--- config.mk ---
export PLATFORM = sky130hd
export DESIGN_NAME = bcd_game_timer
export DESIGN_NICKNAME = d
export VERILOG_FILES = /design/src/rtl/bcd_game_timer_pkg.sv /design/src/rtl/bcd_game_timer_sseg_decoder.sv /design/src/rtl/bcd_game_timer.sv
export SDC_FILE = /design/constraint.sdc
export NUM_CORES = 1
export LEC_CHECK = 0
export BUFFER_PORTS_ARGS = -buffer_cell sky130_fd_sc_hd__buf_4
export CAP_MARGIN = 20
export CORE_UTILIZATION = 25
export CTS_CLUSTER_SIZE = 28
export DETAILED_ROUTE_END_ITERATION = 10
export SLEW_MARGIN = 20
export SYNTH_ARGS = -nofsm -noshare
export SYNTH_HDL_FRONTEND = slang
export SYNTH_SLANG_ARGS = --single-unit
export TNS_END_PERCENT = 1
--- constraint.sdc ---
create_clock -name clk -period 4.1 [get_ports clk]
set_input_delay 0.615 -clock clk [delete_from_list [all_inputs] [get_ports clk]]
set_output_delay 0.615 -clock clk [all_outputs]
set_load 0.02 [all_outputs]
--- src/rtl/bcd_game_timer_pkg.sv ---
// Shared constants and single-digit BCD helpers for the game timer.
package bcd_game_timer_pkg;

  localparam logic [3:0] BCD_MAX   = 4'd9;
  localparam logic [6:0] SEG_BLANK = 7'h7F;

  // Active-low {g,f,e,d,c,b,a} patterns for digits 0..9.
  localparam logic [6:0] SEG_DIGIT [0:9] = '{
    7'h40, 7'h79, 7'h24, 7'h30, 7'h19, 7'h12, 7'h02, 7'h78, 7'h00, 7'h10
  };

  // Returns {carry, digit}.
  function automatic logic [4:0] bcd_inc(input logic [3:0] d);
    return (d >= BCD_MAX) ? 5'b1_0000 : {1'b0, d + 4'd1};
  endfunction

  // Returns {borrow, digit}.
  function automatic logic [4:0] bcd_dec(input logic [3:0] d);
    return (d == 4'd0) ? {1'b1, BCD_MAX} : {1'b0, d - 4'd1};
  endfunction

endpackage

--- src/rtl/bcd_game_timer_sseg_decoder.sv ---
// One BCD digit to active-low seven-segment pattern; non-BCD codes blank.
module bcd_game_timer_sseg_decoder
  import bcd_game_timer_pkg::*;
(
  input  logic [3:0] bcd_i,
  output logic [6:0] seg_o
);

  always_comb begin
    seg_o = SEG_BLANK;
    if (bcd_i <= BCD_MAX) seg_o = SEG_DIGIT[bcd_i];
  end

endmodule

--- src/rtl/bcd_game_timer.sv ---
// Prescaled up/down BCD game timer with sticky terminal flag and a
// time-multiplexed active-low seven-segment display driver.
module bcd_game_timer
  import bcd_game_timer_pkg::*;
#(
  parameter int NUM_DIGITS = 4,
  parameter int TICK_DIV   = 100_000_000,
  parameter int SCAN_BITS  = 17
) (
  input  logic                      clk,
  input  logic                      rst,
  input  logic                      en,
  input  logic                      cw,
  input  logic                      load,
  input  logic [4*NUM_DIGITS-1:0]   load_bcd,
  input  logic [4*NUM_DIGITS-1:0]   limit_bcd,
  output logic [4*NUM_DIGITS-1:0]   value_bcd,
  output logic                      done,
  output logic                      done_pulse,
  output logic [6:0]                sseg,
  output logic [NUM_DIGITS-1:0]     an,
  output logic [7*NUM_DIGITS-1:0]   time_sseg
);

  localparam int W     = 4 * NUM_DIGITS;
  localparam int PW    = $clog2(TICK_DIV);
  localparam int SEL_W = (NUM_DIGITS > 1) ? $clog2(NUM_DIGITS) : 1;
  localparam int LO_W  = SCAN_BITS - SEL_W;

  localparam logic [PW-1:0]  PRESC_LAST = PW'(TICK_DIV - 1);
  localparam logic [SEL_W:0] NUM_DIG_W  = (SEL_W + 1)'(NUM_DIGITS);

  logic [W-1:0]     value_q, value_d;
  logic [PW-1:0]    presc_q, presc_d;
  logic             done_q, done_d;
  logic             pulse_q, pulse_d;
  logic [LO_W-1:0]  scan_lo_q;
  logic [SEL_W-1:0] sel_q;

  logic [W-1:0]     stepped;
  logic [W-1:0]     load_clamped;
  logic [4:0]       step_r;
  logic             cin;
  logic             run;
  logic             tick;
  logic             terminal;

  // Ripple the +1/-1 through the digits; a digit moves only when all lower digits wrapped.
  always_comb begin
    stepped = value_q;
    step_r  = 5'd0;
    cin     = 1'b1;
    for (int i = 0; i < NUM_DIGITS; i++) begin
      step_r = cw ? bcd_inc(value_q[4*i +: 4]) : bcd_dec(value_q[4*i +: 4]);
      if (cin) stepped[4*i +: 4] = step_r[3:0];
      cin = cin & step_r[4];
    end
  end

  always_comb begin
    load_clamped = load_bcd;
    for (int i = 0; i < NUM_DIGITS; i++) begin
      if (load_bcd[4*i +: 4] > BCD_MAX) load_clamped[4*i +: 4] = BCD_MAX;
    end
  end

  assign run      = en && !done_q;
  assign tick     = run && (presc_q == PRESC_LAST);
  assign terminal = cw ? (stepped == limit_bcd) : (stepped == '0);

  always_comb begin
    value_d = value_q;
    presc_d = presc_q;
    done_d  = done_q;
    pulse_d = 1'b0;
    if (load) begin
      value_d = load_clamped;
      presc_d = '0;
      done_d  = 1'b0;
    end else if (tick) begin
      presc_d = '0;
      value_d = stepped;
      if (terminal) begin
        done_d  = 1'b1;
        pulse_d = 1'b1;
      end
    end else if (run) begin
      presc_d = presc_q + 1'b1;
    end
  end

  always_ff @(posedge clk or negedge rst) begin
    if (!rst) begin
      value_q <= '0;
      presc_q <= '0;
      done_q  <= 1'b0;
      pulse_q <= 1'b0;
    end else begin
      value_q <= value_d;
      presc_q <= presc_d;
      done_q  <= done_d;
      pulse_q <= pulse_d;
    end
  end

  // Scan counter split into a low part and the digit select that forms its top bits.
  always_ff @(posedge clk or negedge rst) begin
    if (!rst) begin
      scan_lo_q <= '0;
      sel_q     <= '0;
    end else begin
      scan_lo_q <= scan_lo_q + 1'b1;
      if (&scan_lo_q) sel_q <= sel_q + 1'b1;
    end
  end

  logic [SEL_W-1:0] sel;
  logic             sel_ok;
  logic [3:0]       mux_digit;

  assign sel    = (NUM_DIGITS == 1) ? '0 : sel_q;
  assign sel_ok = ({1'b0, sel} < NUM_DIG_W);

  always_comb begin
    an        = '1;
    mux_digit = 4'd0;
    if (sel_ok) begin
      an[sel]   = 1'b0;
      mux_digit = value_q[{sel, 2'b00} +: 4];
    end
  end

  bcd_game_timer_sseg_decoder u_mux_dec (
    .bcd_i (mux_digit),
    .seg_o (sseg)
  );

  for (genvar gi = 0; gi < NUM_DIGITS; gi++) begin : g_dig
    bcd_game_timer_sseg_decoder u_dec (
      .bcd_i (value_q[4*gi +: 4]),
      .seg_o (time_sseg[7*gi +: 7])
    );
  end

  assign value_bcd  = value_q;
  assign done       = done_q;
  assign done_pulse = pulse_q;

endmodule

==> results.ini, run 1 <==
[run_status]
status = finished clean

[yosys]
syn_area_per_cell_um2 = 8.05
async_reset_ff_share_pct = 100
syn-instance-count = 644
ys_warn_count = 0
synth_edf_count = 0
netlist_area_um2 = 5180
ys_ff_latch = 62
synth.net_count = 713
ys_seq_area_share_pct = 29.9
yosysUniqueCellTypes = 63
yosys_most_used_dff = dfrtp_1

[power]
p_per_area_nw_per_um2 = 320
power.share.combinational_pct = 31.6
pwr-share-clk_pct = 34.7
p_sw_uw = 725
switching_share_pct = 35.6
intPower_mw = 1.31
p_leak_nw = 2.73
seqPwrFrac_pct = 33.8
irDropWorstVdd_mv = 0.188

[setup_path]
max_stage_delay_ns = 0.56
worstSetupPathType = register to register
startpoint = value_bcd[5]$_DFFE_PN0P_
critPathTopFamily = simple AND/OR/NAND/NOR gates
cp-end-kind = register
crit_required_ns = 4.37
path_cells = inv_1 -> ha_1 -> or3b_2 -> a31oi_1 -> or3_1 -> o2111ai_1 -> nor4_1 -> nand4_1 -> nand3_1
regToRegStartpoint = value_bcd[5]$_DFFE_PN0P_
cpMaxStageDelayCell = or3b_2
startpoint_type = register
cp_max_fo = 9
cp.arrival_ns = 3.53
critPathBufInv = 1

[layout]
drive_above_1_share_pct = 18.0
antenna_cells = 0
area_growth_pct = 22.9
final_nets = 786

[sta]
finalCritPeriodShare_pct = 79.4
rsz0062_at_grt = false
hold_viol = 0
slew_viol_final = 0
period_needed_ns = 3.26
setup_ws_ns = 0.843
fin_hold_ws_ns = 0.379
fmax_mhz = 307
finalSetupViolations = 0
fin_setup_tns_ns = 0
skew_ns = 0.00643
worstMarginPinSlew_ns = 0.810
slew_headroom_pct = 46.0

[clocking]
cts_buffer_depth = 2
ctsHoldBuffers = 0
postCtsSetupRepairBufs = 0
cts_tree = done
clk_latency_ns = 0.34
cts_resized = 0
cts.sinks = 62
htree_levels = 3
cts_buffers = 9
cts-root-buf = clkbuf_16
clk_pin_slew_worst_paths_ns = 0.06

[floorplanning]
die_w_um = 146
chipHeight_um = 146
ios = 94
design.core.area_um2 = 20300
start_util_pct = 25.5
rows = 52
dieArea_um2 = 21300

[flow_run]
maxCapViolations = 0

[global_routing]
grt_overflow = 0
grt_pass1_wl_mm = 24.9
grt_max_degree = 63
antenna_found_initial = 0
grt_pass1_vias = 4612
grt_usage_pct = 14.8

[placed_design]
io_buffers = 93
place.detailed.hpwl_mm = 11.4
post-place-ws_ns = 0.907
routabilityCongestion = 0.868

[detailed_routing]
first_iter_violations = 325
drc_errors = 0
ant_nets = 0
dr.pass1.iters = 5
viasPerCell = 5.08
drt_wl_total_mm = 15.5
vias = 5036
routedWlPerCell_um = 15.6

[worst_hold_path]
min_path_type = input pin to async pin

-- Yosys cell counts, types with 4 or more instances --
cell type   n  area (um^2)
nor2b_1     6         37.5
nor2_1     69          259
nor4_1      7         43.8
nand2b_1    6         37.5
a21oi_1    50          250
mux2_2      4         45.0
o21a_1      7         52.6
o21ai_0    53          265
dfrtp_1    62         1550
nand4_1    15         93.8
mux4_2      4         90.1
and3_1      8         50.1
xnor2_1    16          140
buf_2       7         35.0
a211oi_1    8         60.1
a31o_2      4         35.0
nand2_1    61          229
mux2i_1    11          110
and2_1      5         31.3
buf_1       6         22.5
inv_1      34          128
clkbuf_1   19         71.3
o31ai_1     6         45.0
xor2_1     28          245
or3_1       7         43.8
a31oi_1    16          100
nand3_1    25          125
ha_1       32          400
a22o_1      4         35.0
nor3_1      9         45.0
-- cells by family after synthesis --
| logic type | share of synthesized area [%] |
|---|---|
| and+or+nand+nor | 22.7 |
| xor gates and xnor gates | 7.43 |
| adders and majority gates | 7.72 |
| AOI/OAI and AO/OA | 22.3 |
| muxes | 4.73 |
| DFF | 29.9 |
| buffers and inverters | 5.16 |
-- state kept, by name, summed over array words and instances (netlist names) --
name and flops:
done 1, done_pulse 1, presc_q 27, scan_lo_q 15, sel 2, value_bcd 16
-- layout by cell type (no fill, tap or decap), drive strengths merged, types with 6 or more instances in the layout --
cell type	n
a21oi	50
o31ai	6
o21ai	53
a211oi	8
o21a	7
a31oi	16
nor4	7
nor2b	6
ha	32
or3	7
nand2b	6
xnor2	16
nor2	69
xor2	28
and3	8
nand3	25
nor3	9
buf	95
dfrtp	62
nand2	61
mux2i	11
clkbuf	12
nand4	15
inv	34
-- worst reg2reg max path, cell delays in order, from the launching register on --
cell and delay (ns):
dfrtp_1 0.54, inv_1 0.22, ha_1 0.27, or3b_2 0.56
a31oi_1 0.45, or3_1 0.34, o2111ai_1 0.16, nor4_1 0.35
nand4_1 0.17, nand3_1 0.12
-- layer usage --
layer	global-route usage (%)	vias to the layer above	share of wire (%)
li1	-	2460	-
met1	19.7	2385	45
met2	23.3	169	46
met3	3.16	22	5.9
met4	6.04	0	2.6
met5	0	-	0
-- path summary, 6_finish.rpt --
| check | endpoint | slack (ns) | depth (start not counted) |
|---|---|---|---|
| max reg2reg | done$_DFFE_PN0P_ | 0.84 | 9 |
| max in group asynchronous | scan_lo_q[4]$_DFF_PN0_ | 3.20 | 1 |
| max | done$_DFFE_PN0P_ | 0.84 | 9 |
| min | presc_q[9]$_DFFE_PN0P_ | 0.38 | 1 |
| min reg2reg | scan_lo_q[9]$_DFF_PN0_ | 0.46 | 1 |
| min in group clk | scan_lo_q[9]$_DFF_PN0_ | 0.46 | 1 |
-- stage by stage --
stage / power (mW) / instances / cell area, um^2 / util [%]
after CTS: 2.06 / 992 / 6370 / 31.4
after detailed placement: 1.34 / 976 / 6100 / 30.1
after global routing: 2.15 / 992 / 6370 / 31.4
after floorplan: 1.09 / 644 / 5180 / -
after global placement: 1.34 / 976 / 6100 / 30.1
final: 2.04 / 992 / 6370 / 31.4
-- power groups by stage --
| stage | Clock (mW) | Sequential [mW] | Combinational, mW |
|---|---|---|---|
| global route | 0.757 | 0.694 | 0.703 |
| detailed placement | 0 | 0.698 | 0.644 |
| finish | 0.706 | 0.688 | 0.643 |
| global placement | 0 | 0.697 | 0.646 |
| CTS | 0.725 | 0.686 | 0.648 |
| floorplan | 0 | 0.675 | 0.412 |
-- layout make-up --
type | instances | area (um^2)
multi-input cells | 515 | 3370
inverters | 34 | 128
well taps | 270 | 338
clock inverters | 4 | 22.5
repair buffers | 95 | 713
clock buffers | 12 | 246
fillers | 2192 | 13900
flip-flops and latches | 62 | 1550
Note: power is estimated with default switching activity, not from simulation.
==> run 2, diff against run 1 <==
==> constraint.sdc (replaced) <==
create_clock -name clk -period 3.4 [get_ports clk]
set_input_delay 0.51 -clock clk [delete_from_list [all_inputs] [get_ports clk]]
set_output_delay 0.51 -clock clk [all_outputs]
set_load 0.02 [all_outputs]
==> run 2 against run 1 <==
- maximum frequency is 6.5% higher
- sequential cell count unchanged
- first-iteration DRC count is 6.2% lower
- design area grew 2.4%
==> results.ini, run 2 (synthesis gave the netlist of run 1 again) <==
[detailed_routing]
vias = 5077
viasPerCell = 5.05
ant_nets = 0
drc_errors = 0
first_iter_violations = 305
drt_wl_total_mm = 15.6
dr.pass1.iters = 6
routedWlPerCell_um = 15.5

[clocking]
cts_tree = done
clk_pin_slew_worst_paths_ns = 0.06
cts_buffers = 9
cts_buffer_depth = 2
postCtsSetupRepairBufs = 0
cts-root-buf = clkbuf_16
clk_latency_ns = 0.33
cts.sinks = 62
htree_levels = 3

[floorplanning]
rows = 52
die_w_um = 146
ios = 94
design.core.area_um2 = 20300
start_util_pct = 25.5
chipHeight_um = 146
dieArea_um2 = 21300

[placed_design]
placed_area_um2 = 6200
io_buffers = 93
place.detailed.hpwl_mm = 11.7
routabilityCongestion = 0.886

[layout]
mostFrequentLayoutCells = buf_4, nor2_1, dfrtp_1, nand2_1, o21ai_0
area_growth_pct = 25.8
final_nets = 799
fin_area_um2 = 6520
max_flop_register = presc_q
drive_above_1_share_pct = 19.6
antenna_cells = 0
finalCoreUtilization_pct = 32.1
largest_reg_flops = 27
final_common_cell = buf_4

[sta]
finalSetupViolations = 0
rsz0062_at_grt = false
finalCritPeriodShare_pct = 90.0
worstMarginPinSlew_ns = 0.817
period_needed_ns = 3.06
skew_ns = 0.00805
fmax_mhz = 327
slew_headroom_pct = 45.5
hold_viol = 0
fin_setup_tns_ns = 0
slew_viol_final = 0

[worst_hold_path]
min_path_type = input pin to async pin

[setup_path]
crit_required_ns = 3.67
worstSetupPathType = register to register
cp_max_fo = 7
regToRegStartpoint = value_bcd[5]$_DFFE_PN0P_
reg2reg_slack_ns = 0.34
cp-end-kind = register
r2r-end = done$_DFFE_PN0P_
startpoint_type = register
cp.arrival_ns = 3.33
rr_worst_depth = 10

[run_status]
status = finished clean

[flow_run]
maxCapViolations = 0

[global_routing]
grt_usage_pct = 14.8
grt_overflow = 0
grt_pass1_wl_mm = 25.0
grt_pass1_vias = 4734
grt_max_degree = 63
antenna_found_initial = 0

[power]
p_per_area_nw_per_um2 = 401
irDropWorstVdd_mv = 0.263
p_leak_nw = 2.82

==> run 2: stage by stage <==
step | hold slack, ns | worst slack, ns | instances | total power, mW
3_3_place_gp | 0.447 | 0.373 | 989 | 1.64
5_1_grt | 0.343 | 0.0592 | 1005 | 2.75
4_1_cts | 0.314 | 0.277 | 1005 | 2.63
3_5_place_dp | 0.456 | 0.305 | 989 | 1.64
2_1_floorplan | 0.214 | 0.480 | 644 | 1.31
6_report | 0.283 | 0.341 | 1005 | 2.61
==> run 2: final cells by class <==
class,count,area [um^2]
Clock buffer,12,246
Sequential cell,62,1550
Tap cell,270,338
Timing Repair Buffer,108,811
Multi-Input combinational cell,515,3380
Fill cell,2187,13800
Clock inverter,4,70.1
Inverter,34,128
==> run 2: worst max path at each step <==
stage,startpoint,to,slack (ns),depth (start not counted)
finish,value_bcd[5]$_DFFE_PN0P_,done$_DFFE_PN0P_,0.34,10
global route,value_bcd[5]$_DFFE_PN0P_,done$_DFFE_PN0P_,0.06,10
global placement,value_bcd[1]$_DFFE_PN0P_,done$_DFFE_PN0P_,0.37,10
CTS,value_bcd[1]$_DFFE_PN0P_,done$_DFFE_PN0P_,0.28,10
floorplan,value_bcd[5]$_DFFE_PN0P_,done$_DFFE_PN0P_,0.48,11
detailed placement,value_bcd[1]$_DFFE_PN0P_,done$_DFFE_PN0P_,0.31,10
==> run 2: metal layers <==
metal / wire length, um / global-route usage, % / share of wire (%)
met5: 0 / 0 / 0
met4: 367 / 5.26 / 2.4
met3: 814 / 3.16 / 5.2
met2: 7340 / 24.0 / 47
met1: 7040 / 19.3 / 45
==> run 2: worst max-delay path, stage by stage (launching register included) <==
cell	delay (ns)
dfrtp_1	0.37
inv_1	0.19
ha_1	0.28
or3b_2	0.54
a31oi_1	0.44
or3_1	0.35
o21ai_0	0.24
xor2_1	0.20
nor2_1	0.13
nand4_1	0.13
nand3_1	0.11
==> run 2: what timing repair did <==
action | CTS | global route
resized for setup | 0 | 1
endpoints found under the hold margin | 0 | 0
hold buffers | 0 | 0
setup endpoints to repair | 0 | 1
==> run 2: where the power goes <==
group          internal [mW]  total [mW]  switching (mW)
combinational          0.333       0.834           0.501
sequential             0.757       0.793          0.0360
clock                  0.659       0.986           0.327
